<file path="config.mk">
export PLATFORM = sky130hd
export DESIGN_NAME = pbus_fabric_flat
export DESIGN_NICKNAME = d
export VERILOG_FILES = /design/src/rtl/pbus_fabric_if.sv /design/src/rtl/pbus_fabric.sv /design/src/flat_wrapper.sv
export SDC_FILE = /design/constraint.sdc
export NUM_CORES = 1
export LEC_CHECK = 0
export BUFFER_PORTS_ARGS = -buffer_cell sky130_fd_sc_hd__buf_2
export CORE_ASPECT_RATIO = 0.8
export CORE_MARGIN = 5
export CORE_UTILIZATION = 42
export CTS_CLUSTER_SIZE = 20
export DETAILED_ROUTE_END_ITERATION = 16
export PLACE_DENSITY = 0.8
export SYNTH_ARGS = -nofsm -noshare
export SYNTH_HDL_FRONTEND = slang
export SYNTH_SLANG_ARGS = --single-unit
</file>
<file path="constraint.sdc">
create_clock -name clk -period 1.6 [get_ports clk]
set_input_delay 0.16 -clock clk [delete_from_list [all_inputs] [get_ports clk]]
set_output_delay 0.16 -clock clk [all_outputs]
set_load 0.005 [all_outputs]
</file>
<file path="src/rtl/pbus_fabric_if.sv">
`default_nettype none
// ============================================================================
// Module   : pbus_fabric_if
// Purpose  : Bus bundle between the Wishbone master, the peripheral fabric
//            and the peripheral register slots.
// Revision : 1.0 - initial release
// ============================================================================
interface pbus_fabric_if #(
    parameter int NSLOT   = 8,
    parameter int SLOT_AW = 3,
    parameter int AW      = 10,
    parameter int DW      = 8
);
    // Wishbone side
    logic [AW-1:0]       WB_ADRi;
    logic [DW-1:0]       WB_DATi;
    logic                WB_WEi;
    logic                WB_CYCi;
    logic                WB_STBi;
    logic [DW-1:0]       WB_DATo;
    logic                WB_ACKo;
    logic                WB_ERRo;
    // Peripheral slot side
    logic [NSLOT-1:0]    S_STBo;
    logic                S_WEo;
    logic [SLOT_AW-1:0]  S_ADRo;
    logic [DW-1:0]       S_DATo;
    logic [NSLOT*DW-1:0] S_DATi;
    logic [NSLOT-1:0]    S_ACKi;

    // Fabric view
    modport slave (
        input  WB_ADRi, WB_DATi, WB_WEi, WB_CYCi, WB_STBi,
        output WB_DATo, WB_ACKo, WB_ERRo,
        output S_STBo, S_WEo, S_ADRo, S_DATo,
        input  S_DATi, S_ACKi
    );

    // Environment view (bus master plus peripheral slots)
    modport master (
        output WB_ADRi, WB_DATi, WB_WEi, WB_CYCi, WB_STBi,
        input  WB_DATo, WB_ACKo, WB_ERRo,
        input  S_STBo, S_WEo, S_ADRo, S_DATo,
        output S_DATi, S_ACKi
    );
endinterface
`default_nettype wire

</file>
<file path="src/rtl/pbus_fabric.sv">
`default_nettype none
// ============================================================================
// Module   : pbus_fabric
// Purpose  : Wishbone peripheral-page decoder with per-slot auto/slave ack,
//            bus timeout with error response and a built-in error-status slot.
// Revision : 1.0 - initial release
// ============================================================================
module pbus_fabric #(
    parameter int               NSLOT    = 8,
    parameter int               SLOT_AW  = 3,
    parameter int               AW       = 10,
    parameter int               DW       = 8,
    parameter logic [NSLOT-1:0] ACK_MASK = '0,
    parameter int               TIMEOUT  = 15
) (
    input wire           clk,
    input wire           rst,
    pbus_fabric_if.slave bus
);
    localparam int               c_SW       = $clog2(NSLOT);
    localparam logic [c_SW-1:0]  c_INT_SLOT = c_SW'(NSLOT - 1);
    localparam logic [NSLOT-1:0] c_ONE      = NSLOT'(1);
    localparam logic [7:0]       c_TMO_LAST = 8'(TIMEOUT - 1);

    typedef enum logic [1:0] {
        ST_IDLE = 2'd0,
        ST_WAIT = 2'd1,
        ST_RESP = 2'd2
    } state_t;

    state_t               r_state;
    logic [c_SW-1:0]      r_slot;
    logic [SLOT_AW-1:0]   r_ofs;
    logic                 r_we;
    logic [DW-1:0]        r_wdat;
    logic [NSLOT-1:0]     r_stb;
    logic [7:0]           r_wait_cnt;
    logic                 r_ack;
    logic                 r_err;
    logic [DW-1:0]        r_rdat;
    logic [7:0]           r_err_cnt;
    logic [c_SW-1:0]      r_err_slot;
    logic [SLOT_AW-1:0]   r_err_ofs;
    logic                 r_err_we;

    logic [c_SW-1:0]      w_req_slot;
    logic                 w_is_int;
    logic                 w_done;
    logic [DW-1:0]        w_int_rdat;
    logic [DW-1:0]        w_sdat [NSLOT];

    for (genvar gi = 0; gi < NSLOT; gi++) begin : g_slice
        assign w_sdat[gi] = bus.S_DATi[gi*DW +: DW];
    end

    // Address bits above the slot field select nothing inside the page.
    if (AW > c_SW + SLOT_AW) begin : g_adr_hi
        logic w_unused_adr;
        assign w_unused_adr = ^bus.WB_ADRi[AW-1:c_SW+SLOT_AW];
    end

    assign w_req_slot = bus.WB_ADRi[SLOT_AW +: c_SW];
    assign w_is_int   = (r_slot == c_INT_SLOT);
    assign w_done     = w_is_int || !ACK_MASK[r_slot] || bus.S_ACKi[r_slot];

    always_comb begin
        w_int_rdat = '0;
        case (r_ofs)
            SLOT_AW'(0): w_int_rdat[7:0]         = r_err_cnt;
            SLOT_AW'(1): w_int_rdat[c_SW-1:0]    = r_err_slot;
            SLOT_AW'(2): w_int_rdat[SLOT_AW-1:0] = r_err_ofs;
            SLOT_AW'(3): w_int_rdat[0]           = r_err_we;
            default:     w_int_rdat              = '0;
        endcase
    end

    always_ff @(posedge clk or negedge rst) begin
        if (!rst) begin
            r_state    <= ST_IDLE;
            r_slot     <= '0;
            r_ofs      <= '0;
            r_we       <= 1'b0;
            r_wdat     <= '0;
            r_stb      <= '0;
            r_wait_cnt <= '0;
            r_ack      <= 1'b0;
            r_err      <= 1'b0;
            r_rdat     <= '0;
            r_err_cnt  <= '0;
            r_err_slot <= '0;
            r_err_ofs  <= '0;
            r_err_we   <= 1'b0;
        end else begin
            r_ack <= 1'b0;
            r_err <= 1'b0;
            case (r_state)
                ST_IDLE: begin
                    if (bus.WB_CYCi && bus.WB_STBi) begin
                        r_slot     <= w_req_slot;
                        r_ofs      <= bus.WB_ADRi[SLOT_AW-1:0];
                        r_we       <= bus.WB_WEi;
                        r_wdat     <= bus.WB_DATi;
                        r_stb      <= c_ONE << w_req_slot;
                        r_wait_cnt <= '0;
                        r_state    <= ST_WAIT;
                    end
                end
                ST_WAIT: begin
                    // Master abandoning the cycle outranks any ack or timeout.
                    if (!bus.WB_CYCi) begin
                        r_stb   <= '0;
                        r_state <= ST_IDLE;
                    end else if (w_done) begin
                        r_stb   <= '0;
                        r_ack   <= 1'b1;
                        r_state <= ST_RESP;
                        if (!r_we) begin
                            r_rdat <= w_is_int ? w_int_rdat : w_sdat[r_slot];
                        end else if (w_is_int && r_ofs == '0) begin
                            r_err_cnt <= '0;
                        end
                    end else if (r_wait_cnt == c_TMO_LAST) begin
                        r_stb      <= '0;
                        r_err      <= 1'b1;
                        r_state    <= ST_RESP;
                        r_err_slot <= r_slot;
                        r_err_ofs  <= r_ofs;
                        r_err_we   <= r_we;
                        if (r_err_cnt != 8'hFF) begin
                            r_err_cnt <= r_err_cnt + 8'd1;
                        end
                    end else begin
                        r_wait_cnt <= r_wait_cnt + 8'd1;
                    end
                end
                ST_RESP: begin
                    r_state <= ST_IDLE;
                end
                default: begin
                    r_stb   <= '0;
                    r_state <= ST_IDLE;
                end
            endcase
        end
    end

    assign bus.WB_DATo = r_rdat;
    assign bus.WB_ACKo = r_ack;
    assign bus.WB_ERRo = r_err;
    assign bus.S_STBo  = r_stb;
    assign bus.S_WEo   = r_we;
    assign bus.S_ADRo  = r_ofs;
    assign bus.S_DATo  = r_wdat;
endmodule
`default_nettype wire

</file>
<file path="src/flat_wrapper.sv">
// flat-port wrapper written by rule: the top's interface ports become plain ports
module pbus_fabric_flat 
#(
    parameter int               NSLOT    = 8,
    parameter int               SLOT_AW  = 3,
    parameter int               AW       = 10,
    parameter int               DW       = 8,
    parameter logic [NSLOT-1:0] ACK_MASK = '0,
    parameter int               TIMEOUT  = 15
)
  (clk, rst, bus_WB_ADRi, bus_WB_DATi, bus_WB_WEi, bus_WB_CYCi, bus_WB_STBi, bus_WB_DATo, bus_WB_ACKo, bus_WB_ERRo, bus_S_STBo, bus_S_WEo, bus_S_ADRo, bus_S_DATo, bus_S_DATi, bus_S_ACKi);
  pbus_fabric_if #(.NSLOT(NSLOT), .SLOT_AW(SLOT_AW), .AW(AW), .DW(DW)) bus_i ();
  input wire clk;
  input wire rst;
  input wire logic [$bits(bus_i.WB_ADRi)-1:0] bus_WB_ADRi;
  input wire logic [$bits(bus_i.WB_DATi)-1:0] bus_WB_DATi;
  input wire logic [$bits(bus_i.WB_WEi)-1:0] bus_WB_WEi;
  input wire logic [$bits(bus_i.WB_CYCi)-1:0] bus_WB_CYCi;
  input wire logic [$bits(bus_i.WB_STBi)-1:0] bus_WB_STBi;
  output wire logic [$bits(bus_i.WB_DATo)-1:0] bus_WB_DATo;
  output wire logic [$bits(bus_i.WB_ACKo)-1:0] bus_WB_ACKo;
  output wire logic [$bits(bus_i.WB_ERRo)-1:0] bus_WB_ERRo;
  output wire logic [$bits(bus_i.S_STBo)-1:0] bus_S_STBo;
  output wire logic [$bits(bus_i.S_WEo)-1:0] bus_S_WEo;
  output wire logic [$bits(bus_i.S_ADRo)-1:0] bus_S_ADRo;
  output wire logic [$bits(bus_i.S_DATo)-1:0] bus_S_DATo;
  input wire logic [$bits(bus_i.S_DATi)-1:0] bus_S_DATi;
  input wire logic [$bits(bus_i.S_ACKi)-1:0] bus_S_ACKi;
  assign bus_i.WB_ADRi = bus_WB_ADRi;
  assign bus_i.WB_DATi = bus_WB_DATi;
  assign bus_i.WB_WEi = bus_WB_WEi;
  assign bus_i.WB_CYCi = bus_WB_CYCi;
  assign bus_i.WB_STBi = bus_WB_STBi;
  assign bus_WB_DATo = bus_i.WB_DATo;
  assign bus_WB_ACKo = bus_i.WB_ACKo;
  assign bus_WB_ERRo = bus_i.WB_ERRo;
  assign bus_S_STBo = bus_i.S_STBo;
  assign bus_S_WEo = bus_i.S_WEo;
  assign bus_S_ADRo = bus_i.S_ADRo;
  assign bus_S_DATo = bus_i.S_DATo;
  assign bus_i.S_DATi = bus_S_DATi;
  assign bus_i.S_ACKi = bus_S_ACKi;
  pbus_fabric #(.NSLOT(NSLOT), .SLOT_AW(SLOT_AW), .AW(AW), .DW(DW), .ACK_MASK(ACK_MASK), .TIMEOUT(TIMEOUT)) u_core (.clk(clk), .rst(rst), .bus(bus_i));
endmodule
</file>
==> results.md <==
* Die width at approximately 85 um
* CTS tree: built
* Yosys reg bits at 34
* Leading cell type in the layout, fill and taps excluded: buf_2
* Startpoint types: register
* Largest net degree at the start of global routing at 35
* CTS Root Cell: clkbuf_8
* Final Cycle Share at 0.941
* FFs w/ async S/R, synth at 1.00
* Antenna cell count at 0
* Clk pin slew, worst setup/hold paths at about 0.070 ns
* Hold Crit Start: bus_WB_WEi
* Cell area after synthesis at between 1500 and 2000 um2
* R2r endpoint: u_core.bus.WB_DATo[7]$_DFFE_PN0P_
* Mux share of post-synthesis cell area at 0.300
* Residual DRC at 0
* Max FO, Critical Path at 28
* Most frequent cells in the layout: buf_2, dfrtp_1, mux2i_1
* Crit Path Class: reg -> reg
* DR vias at 1543
* Synth Net Count at 248
* Vias per Instance at between 4 and 5
* Largest family of logic cells by synthesized area: multiplexers
* Fmax at roughly 0.66 GHz
* Synth Area in Compound Gates at 0.0520
* Post-Route WL at 4.65 mm
* All-Layer GR Usage at 0.158
* Post-route cell area at approximately 2600 um2
* Fraction of the mapped netlist area in adder cells at 0
* R2R cell count at 4
* Register area share after synthesis at 0.448
* Total die area at approximately 6000 um2
* Simple-gate share of the synthesized area at 0.137
* Final hold viol count at 0
* XOR/XNOR Fraction of Synth Area at 0
* Num CTS Buffers at 5
* Worst reg-to-reg setup slack at 0.09 ns
* Ports at ~130
* Layout area overhead at 35.2%
* RD Place Congestion at 0.767
* Post-CTS setup buffers at 0
* Fin Clk Skew at 0.00672 ns
* Maximum vdd drop at approximately 0.64 mV
* Lkg Pwr at 0.00129 uW
* Clock sink total at 34
* Min cycle time layout at 1.51 ns
* RR Startpoint: u_core.r_slot[2]$_DFFE_PN0P_
* RSZ-0062 raised after global routing: no
* Post-synth cell types at 32
* Die height at between 70 and 80 um
* Hpwl dp at approximately 3.7 mm
* Synthesis Warnings at 0
* Share of the synthesized area in the top cell type at 0.448
* CTS H-Tree Depth at 2
* Port buffer count at approximately 100
* Grt total ovfl at 0
* Req. time, crit path at 1.81 ns
* Ys flop type: dfrtp_1
* Initial antenna violation count at 0
* CP arrival at approximately 1.7 ns
* Pwr dens at around 1100 nW/um2
* Status: finished, final reports clean
* Hold Crit Class: in -> reg
* Drt first-iter violations at 69
* Placed cell area at 2450 um2
* Setup TNS at 0 ns
* Hold-critical path depth at 2
* Cell taking the most area after synthesis: dfrtp_1
* Antenna viol nets, final at 0
* Clock Path Buffers at 2
* Mapped Cells at around 150
* Nets at 351
* Crit end category: register
* Vias in the first global route at roughly 1600
* Post-synth EDFFs at 0
* Fraction of layout cells with a size suffix above 1 at 0.584
* WL per Instance at approximately 15 um
* WHS Endpoint: u_core.bus.S_WEo$_DFFE_PN0P_
* Placeable Area at between 4000 and 5000 um2
* Worst-Skew Late Latency at around 0.28 ns
* Initial core utilization at 0.444
* First-pass GRT wire length at 7.50 mm
* Fin. max-slew vios at 0
* Mapped Avg Cell Area at 12.4 um2
* MaxCap Viol Count at 0
* Cell Rows at 21
* First-pass DRT Iterations at 4
* Final setup violating endpoints at 0
* Largest cells by area after synthesis: dfrtp_1, mux2i_1, mux4_2
[through the flow]
step           instances  power [uW]  worst slack, ns   util  hold WS (ns)
3_5_place_dp         305        2110           0.0690  0.571         0.218
3_3_place_gp         305        2070            0.123  0.571         0.219
6_report             314        2850           0.0938  0.600         0.104
2_1_floorplan        153        1760            0.157      -        -0.136
5_1_grt              314        3030           0.0240  0.600        0.0893
4_1_cts              314        2890           0.0458  0.599        0.0987
[report_power, final]
part / switching [uW] / total (uW) / internal (uW)
Combinational: 370 / 907 / 537
Clock: 313 / 778 / 465
Sequential: 120 / 1160 / 1040
Total: 803 / 2850 / 2050
[critical path, cell delays in order (launching register included)]
cell      delay, ns
dfrtp_2        0.46
buf_12         0.19
nand2b_1       0.16
mux4_2         0.47
a21oi_1        0.15
[metal layers]
| metal | wire (um) | GRT usage |
|---|---|---|
| met1 | 1870 | 0.194 |
| met2 | 2520 | 0.274 |
| met3 | 218 | 0.0341 |
| met4 | 44 | 0.0527 |
| met5 | 0 | 0 |
[how the worst max path moves through the flow]
| stage | startpoint | endpoint | slack (ns) | cells after the start |
|---|---|---|---|---|
| after floorplan | u_core.r_state[1]$_DFFE_PN0P_ | u_core.bus.S_ADRo[0]$_DFFE_PN0P_ | 0.16 | 4 |
| after global placement | u_core.r_slot[2]$_DFFE_PN0P_ | u_core.bus.WB_DATo[0]$_DFFE_PN0P_ | 0.12 | 4 |
| after detailed placement | u_core.r_slot[2]$_DFFE_PN0P_ | u_core.bus.WB_DATo[7]$_DFFE_PN0P_ | 0.07 | 4 |
| after CTS | u_core.r_slot[2]$_DFFE_PN0P_ | u_core.bus.WB_DATo[7]$_DFFE_PN0P_ | 0.05 | 4 |
| after global routing | u_core.r_slot[2]$_DFFE_PN0P_ | u_core.bus.WB_DATo[6]$_DFFE_PN0P_ | 0.02 | 4 |
| final | u_core.r_slot[2]$_DFFE_PN0P_ | u_core.bus.WB_DATo[7]$_DFFE_PN0P_ | 0.09 | 4 |
[layout make-up]
type / count / area [um2]
fillers: 368 / 1710
repair buffers: 111 / 603
multi-input cells: 104 / 932
clock buffers: 6 / 72.6
flip-flops and latches: 34 / 852
clock inverters: 2 / 37.5
well taps: 57 / 71.3
[Yosys cell counts (all sizes together), types with 2 or more instances]
cell and count:
a21oi 15, and3b 3, buf 11, clkbuf 4, dfrtp 34, mux2 15, mux2i 22, mux4 8
nand2 9, nand2b 7, nand3b 2, nand4b 3, nor2 9
[flip-flops by register name, summed over array words and instances (netlist names)]
signal and count:
u_core.bus.S_DATo 8, u_core.bus.S_STBo 8, u_core.bus.WB_DATo 8, u_core.bus.S_ADRo 3, u_core.r_slot 3, u_core.r_state 2, u_core.bus.S_WEo 1, u_core.bus.WB_ACKo 1
[logic make-up (layout without fill, tap and decap cells)]
family                 Yosys count  count (layout)
AND/OR/NAND/NOR                 41              41
other                            1               1
buffers and inverters           15             119
multiplexers                    45              45
AO/OA/AOI/OAI                   17              17
flip-flops                      34              34
[repair_timing]
action | 4_1_cts | 5_1_grt
resized for setup | 0 | 1
endpoints found under the setup margin | 0 | 3
hold endpoints to repair | 34 | 0
hold buffers | 1 | 0
Note: power is estimated with default switching activity, not from simulation.
